**config.mk**
```make
export PLATFORM = sky130hd
export DESIGN_NAME = bit_serializer
export DESIGN_NICKNAME = d
export VERILOG_FILES = /design/src/rtl/serializer_pkg.sv /design/src/rtl/bit_serializer.sv
export SDC_FILE = /design/constraint.sdc
export NUM_CORES = 1
export LEC_CHECK = 0
export CORE_MARGIN = 1
export CORE_UTILIZATION = 57
export CTS_CLUSTER_SIZE = 28
export DETAILED_ROUTE_END_ITERATION = 6
export DONT_BUFFER_PORTS = 1
export PLACE_DENSITY = 0.72
export SETUP_SLACK_MARGIN = 0.3
export SLEW_MARGIN = 5
export SYNTH_ARGS = -nofsm -noshare
export SYNTH_HDL_FRONTEND = slang
export SYNTH_SLANG_ARGS = --single-unit
```
**constraint.sdc**
```tcl
create_clock -name clk -period 1.9 [get_ports clk]
set_input_delay 0.57 -clock clk [delete_from_list [all_inputs] [get_ports clk]]
set_output_delay 0.57 -clock clk [all_outputs]
set_load 0.01 [all_outputs]
```
**src/rtl/serializer_pkg.sv**
```systemverilog
// Shared constants for the bit serializer:
// state encodings and the default word width.
package serializer_pkg;

   localparam int DEF_W = 8;

   typedef enum logic [1:0] {
      IDLE  = 2'b00,
      SHIFT = 2'b01,
      FULL  = 2'b10
   } state_t;

endpackage

```
**src/rtl/bit_serializer.sv**
```systemverilog
// Parallel-to-serial converter with a one-word holding register
// so that back-to-back words stream out with no gap cycle.
module bit_serializer
   import serializer_pkg::*;
#(
   parameter int W         = DEF_W,
   parameter int MSB_FIRST = 1
) (
   input  logic         clk,
   input  logic         rst,
   input  logic [W-1:0] in_data,
   input  logic         in_valid,
   output logic         in_ready,
   output logic         x,
   output logic         x_valid,
   output logic         busy
);

   localparam int CW = $clog2(W);
   localparam logic [CW-1:0] LAST = CW'(W - 1);

   state_t         state;
   state_t         state_n;
   logic [CW-1:0]  cnt;
   logic [CW-1:0]  cnt_n;
   logic [W-1:0]   sreg;
   logic [W-1:0]   sreg_n;
   logic [W-1:0]   hold;
   logic [W-1:0]   hold_n;
   logic [W-1:0]   shifted;
   logic           xfer;
   logic           last;

   always_ff @(posedge clk or negedge rst) begin
      if (!rst) begin
         state <= IDLE;
         cnt   <= '0;
         sreg  <= '0;
         hold  <= '0;
      end else begin
         state <= state_n;
         cnt   <= cnt_n;
         sreg  <= sreg_n;
         hold  <= hold_n;
      end
   end

   // Ready comes only from registered state.
   assign in_ready = (state == IDLE) || (state == SHIFT);
   assign busy     = (state != IDLE);
   assign x_valid  = busy;
   assign x        = busy & ((MSB_FIRST != 0) ? sreg[W-1] : sreg[0]);

   assign xfer    = in_valid & in_ready;
   assign last    = (cnt == LAST);
   assign shifted = (MSB_FIRST != 0) ? (sreg << 1) : (sreg >> 1);

   always_comb begin
      state_n = IDLE;
      cnt_n   = cnt;
      sreg_n  = sreg;
      hold_n  = hold;
      case (state)
         IDLE: begin
            cnt_n = '0;
            if (xfer) begin
               sreg_n  = in_data;
               state_n = SHIFT;
            end
         end
         SHIFT: begin
            if (last) begin
               cnt_n = '0;
               // Bypass: a word arriving on the last bit goes
               // straight to the shifter.
               if (xfer) begin
                  sreg_n  = in_data;
                  state_n = SHIFT;
               end else begin
                  sreg_n  = '0;
                  state_n = IDLE;
               end
            end else begin
               cnt_n  = cnt + 1'b1;
               sreg_n = shifted;
               if (xfer) begin
                  hold_n  = in_data;
                  state_n = FULL;
               end else begin
                  state_n = SHIFT;
               end
            end
         end
         FULL: begin
            if (last) begin
               cnt_n   = '0;
               sreg_n  = hold;
               hold_n  = '0;
               state_n = SHIFT;
            end else begin
               cnt_n   = cnt + 1'b1;
               sreg_n  = shifted;
               state_n = FULL;
            end
         end
         default: begin
            state_n = IDLE;
            cnt_n   = '0;
            sreg_n  = '0;
            hold_n  = '0;
         end
      endcase
   end

endmodule

```
# ---- After elaboration in Yosys (flattened, before gate mapping)
# Cells that the tools add are included.
dict set report word_totals {
  out_inout_bits 4
  wordCells 35
  mem_bits_rw 0
  n_memories 0
  register_bits 21
  latchBits 0
  romBits 0
}
dict set report classes {
  n_lt_le_gt_ge 0
  div 0
  n_reduce_logical 5
  n_shift 0
  addsub 1
  n_eq_ne 7
  multipliers 0
  mux 15
  n_bitwise 3
}
# cell n
set op_table {}
lappend op_table {{8-bit 2-to-1 mux} 6}
lappend op_table {{8-bit case mux with 3 select lines} 2}
lappend op_table {{2-bit inequality test, second input constant} 4}
lappend op_table {{2-bit 2-to-1 mux} 3}
lappend op_table {{3-bit 2-to-1 mux} 2}
lappend op_table {{2-bit case mux with 3 select lines} 1}
lappend op_table {{4-bit AND reduction} 1}
lappend op_table {{3-bit by 1-bit adder with 3-bit output, second input constant} 1}
lappend op_table {{3-bit == test, second input constant} 1}
lappend op_table {{1-bit bitwise AND} 2}
lappend op_table {{2-bit by 1-bit == test with 1-bit output, second input constant} 1}
lappend op_table {{2-bit == test, second input constant} 1}
lappend op_table {{2-bit logical NOT} 1}
lappend op_table {{2-bit nonzero test} 1}
lappend op_table {{2-bit OR reduction} 1}
lappend op_table {{1-bit logical OR} 1}
lappend op_table {{1-bit 2-to-1 mux} 1}
lappend op_table {{1-bit inverter} 1}

# ---- Logic depth before layout (Yosys ltp)
dict set report depth {
  depth_word 6
  ltp_mapped 8
  depth_no_buf 5
}

# ---- Least setup slack after synthesis
# Ideal clock, no wire load.
dict set report synth_timing {
  kind {register to output}
  from {reg state[0]}
  to {out x_valid}
  stages_incl_launch_ff 6
  arrival_time_ps 1249
  path_slack_ps 81
  path_buffers 2
  path_cell_list {dfrtp_1 > inv_1 > ha_1 > clkbuf_1 > inv_1 > buf_4}
}
dict set report synth_between {
  elab_chain_cells 1
}
# element line
set synth_rtl {}
lappend synth_rtl {{start, declared} bit_serializer.sv:22} ;# state_t state;
lappend synth_rtl {{start signal, assigned} bit_serializer.sv:41} ;# state <= state_n;
lappend synth_rtl {{2-bit nonzero test} bit_serializer.sv:50} ;# assign busy = (state != IDLE);
lappend synth_rtl {{end, declared} bit_serializer.sv:15} ;# output logic x_valid,
# Every way passes these cells.

# ---- Worst setup path after layout
dict set report layout_timing {
  from {reg cnt[1]}
  to {reg sreg[2]}
}
dict set report layout_between {
  elab_chain_cells 3
}
# element line
set layout_rtl {}
lappend layout_rtl {{start, declared} bit_serializer.sv:24} ;# logic [CW-1:0] cnt;
lappend layout_rtl {{start signal, assigned} bit_serializer.sv:42} ;# cnt <= cnt_n;
lappend layout_rtl {{3-bit == test (*)} bit_serializer.sv:55} ;# assign last = (cnt == LAST);
lappend layout_rtl {{8-bit 2-to-1 mux (on tied branches)} {bit_serializer.sv:95, bit_serializer.sv:72}}
lappend layout_rtl {{8-bit case mux with 3 select lines (*)} bit_serializer.sv:63} ;# case (state)
lappend layout_rtl {{end signal, assigned} bit_serializer.sv:43} ;# sreg <= sreg_n;
lappend layout_rtl {{end, declared} bit_serializer.sv:26} ;# logic [W-1:0] sreg;
# Every way passes the cells marked *; elsewhere a longest branch is shown, timed or not.
# A chain may end at the register's enable or synchronous reset.

==> flow_summary_export.csv <==
group,metric,value,unit
status,status,"finished with violations",
status,violations,"negative setup slack",
logic_synthesis,ys_types,25,
floorplanning,dieArea,2430,um^2
power,combinationalPowerShare,0.571,
final_layout,final_cells,176,
grt,grt.total_usage,0.266,
logic_synthesis,synth_nets,149,
grt,grt_max_degree,22,
floorplanning,die_y,49.3,um
clocking,numCtsBuffers,3,
hold_path,hold_depth,2,
clocking,clockBufferDepth,2,
job,cap_violations,0,
clocking,cts_max_level,1,
logic_synthesis,yosysMostFrequentCell,"nand2_1",
clocking,clockRootBuffer,"clkbuf_4",
logic_synthesis,synth_area,1270,um^2
final_layout,insertedDiodeCount,0,
detailed_routing,drtIter0Drc,92,
floorplanning,initial_utilization,0.630,
power,p_int,0.00133,W
hold_path,min_delay_worst_endpoint,"hold[4]$_DFFE_PN0P_",
power,p_sw,0.000870,W
grt,grt_antenna_before_repair,0,
final_layout,stdcell_area,1530,um^2
timing,fin_ws,-0.0573,ns
setup_path,rr_worst_depth,7,
placement,post-place-cells,155,
timing,finClkSkew,0.0120,ns
floorplanning,coreArea,2020,um^2
setup_path,critPathMaxFanout,6,
power,pwr-share-clk,0.105,
timing,tightest_slew,0.962,ns
power,power_leakage,0.690,nW
clocking,cts_sinks,21,
detailed_routing,routed_wl,3140,um
grt,grt_pass1_wl,4850,um
setup_path,r2r_start,"cnt[1]$_DFF_PN0_",
hold_path,worstHoldStart,"in_data[4]",
logic_synthesis,yosys.area.top_type,"dfrtp_1",
detailed_routing,drtAntennaViolNets,0,
final_layout,fill_cells,139,
setup_path,crit_type,"reg -> reg",
final_layout,seqCellArea,526,um^2
placement,dpl.hpwl,1900,um
setup_path,r2r_slack,-0.06,ns
logic_synthesis,syn_inst,132,
logic_synthesis,synthTopCellsByCount,"nand2_1, dfrtp_1, inv_1",
logic_synthesis,syn_area_per_cell,9.65,um^2
logic_synthesis,ys_warn_count,0,
timing,finalHoldViolCount,0,
timing,slew_headroom,0.358,
placement,portBuffers,0,
timing,fin_crit_sh,1.03,
final_layout,synthToLayoutAreaGrowth,20.2,%
grt,grt_pass1_vias,1063,
floorplanning,die_w,49.3,um
setup_path,end_kind,"register",
logic_synthesis,ys.flop_type,"dfrtp_1",
hold_path,hp-class,"in -> reg",
detailed_routing,drtPass1Iterations,5,
setup_path,rr_endpoint,"sreg[2]$_DFFE_PN0P_",
final_layout,finish.utilization,0.757,
logic_synthesis,yosysTopAreaCellShare,0.413,
clocking,clkLatencyLatePin,0.32,ns
power,power,0.00220,W
timing,finalCriticalPeriod,1.96,ns
logic_synthesis,synth_area_leaders,"dfrtp_1, nand2_1, mux2i_1",
logic_synthesis,ys_ff_latch,21,
floorplanning,rows,16,
final_layout,multi_input_area,698,um^2
timing,finalMaxSlewViolations,0,
power,ir_drop,0.883,mV
power,seqPwrFrac,0.324,
grt,grt_overflow,0,
placement,globalplace.congestion,0.763,
floorplanning,num_io_pins,15,
setup_path,startpoint_type,"register",
timing,rsz0062_at_grt,"true",
logic_synthesis,async_reset_ff_frac,1.00,
timing,setup_viol,1,
clocking,clkTransAtPathRegs,0.13,ns
detailed_routing,routed_via_density,6.08,
setup_path,critPathArrivalTime,2.15,ns
timing,whs,0.370,ns
setup_path,required,2.10,ns
detailed_routing,drcViolationCount,0,
timing,max_freq,0.511,GHz
logic_synthesis,ys_seq_area_frac,0.413,
power,p_per_area,1440,nW/um^2
detailed_routing,detail_route.wl_per_cell,17.9,um
detailed_routing,via_count,1070,
final_layout,drive_above_1_share,0.302,
clocking,cts_tree,"built",
placement,dpl_cell_area,1330,um^2
power,swShare,0.395,
final_layout,nets,167,
logic_synthesis,synth_edf_count,0,
worst max-delay path: stages, from the launching register on:
cell and delay, ns:
dfrtp_1 0.40, ha_2 0.20, ha_4 0.19, buf_6 0.13, buf_4 0.13, mux2_2 0.26, a222oi_1 0.38, a22oi_1 0.15
kinds of logic (layout without fill, tap and decap cells):
logic type / Yosys count / after routing / share of synthesized area
flops: 21 / 21 / 0.413
simple gates: 46 / 46 / 0.185
mux: 14 / 14 / 0.116
buf+inv: 23 / 40 / 0.0815
compound gates: 22 / 22 / 0.146
fa+ha+maj: 6 / 6 / 0.0589
layout by cell type (no fill, tap or decap), drive strengths merged:
| cell | Yosys | routed |
|---|---|---|
| nand2b | 8 | 8 |
| a221oi | 1 | 1 |
| a21oi | 2 | 2 |
| a222oi | 6 | 6 |
| or2 | 2 | 2 |
| dlymetal6s4s | 0 | 1 |
| clkinvlp | 0 | 1 |
| and3 | 2 | 2 |
| o21ai | 4 | 4 |
| dfrtp | 21 | 21 |
| mux2i | 8 | 8 |
| ha | 6 | 6 |
| a22oi | 7 | 7 |
| nor3b | 1 | 1 |
| nand3 | 2 | 2 |
| nor3 | 1 | 1 |
| nor2b | 4 | 4 |
| buf | 5 | 22 |
| mux2 | 6 | 6 |
| and2 | 3 | 3 |
| inv | 13 | 13 |
| a32oi | 2 | 2 |
| clkbuf | 5 | 3 |
| nand2 | 23 | 23 |
registers in the layout, summed over array words and instances (netlist names):
register  count
hold          8
state         2
cnt           3
sreg          8
power groups by stage:
stage	registers, W	clock network [W]	logic (W)
after floorplan	0.000685	0	0.000804
after global placement	0.000707	0	0.000992
after detailed placement	0.000718	0	0.00103
after CTS	0.000708	0.000241	0.00121
after global routing	0.000724	0.000248	0.00135
final	0.000713	0.000231	0.00126
metrics by stage:
stage,setup WS (ns),TNS [ns]
global placement,0.182,0
CTS,0.0829,0
finish,-0.0573,-0.0573
global route,-0.0516,-0.159
floorplan,0.176,0
detailed placement,0.126,0
repair_timing:
action / 4_1_cts / 5_1_grt
gates resized for setup: 10 / 6
hold buffers: 1 / 0
endpoints found under the setup margin: 19 / 41
setup buffers: 12 / 4
endpoints found under the hold margin: 21 / 0
pin swaps: 1 / 4
area by class of cell:
class,count,area share
inverters,13,0.0335
repair buffers,23,0.126
clock buffers,3,0.0147
clock inverters,1,0.00490
well taps,27,0.0221
flip-flops and latches,21,0.343
multi-input cells,88,0.456
worst max path at each step:
stage | start | to | slack, ns | cells past startpoint
floorplan | cnt[0]$_DFF_PN0_ | hold[0]$_DFFE_PN0P_ | 0.18 | 6
global placement | cnt[0]$_DFF_PN0_ | sreg[3]$_DFFE_PN0P_ | 0.18 | 5
detailed placement | cnt[0]$_DFF_PN0_ | sreg[3]$_DFFE_PN0P_ | 0.13 | 5
CTS | state[0]$_DFF_PN0_ | in_ready | 0.08 | 3
global route | cnt[0]$_DFF_PN0_ | sreg[2]$_DFFE_PN0P_ | -0.05 | 7
finish | cnt[1]$_DFF_PN0_ | sreg[2]$_DFFE_PN0P_ | -0.06 | 7
metal layers:
metal,GRT usage,share of wire
met1,0.337,0.40
met4,0.0882,0.0073
met3,0.0748,0.088
met5,0,0
met2,0.434,0.51
Note: power is estimated with default switching activity, not from simulation.
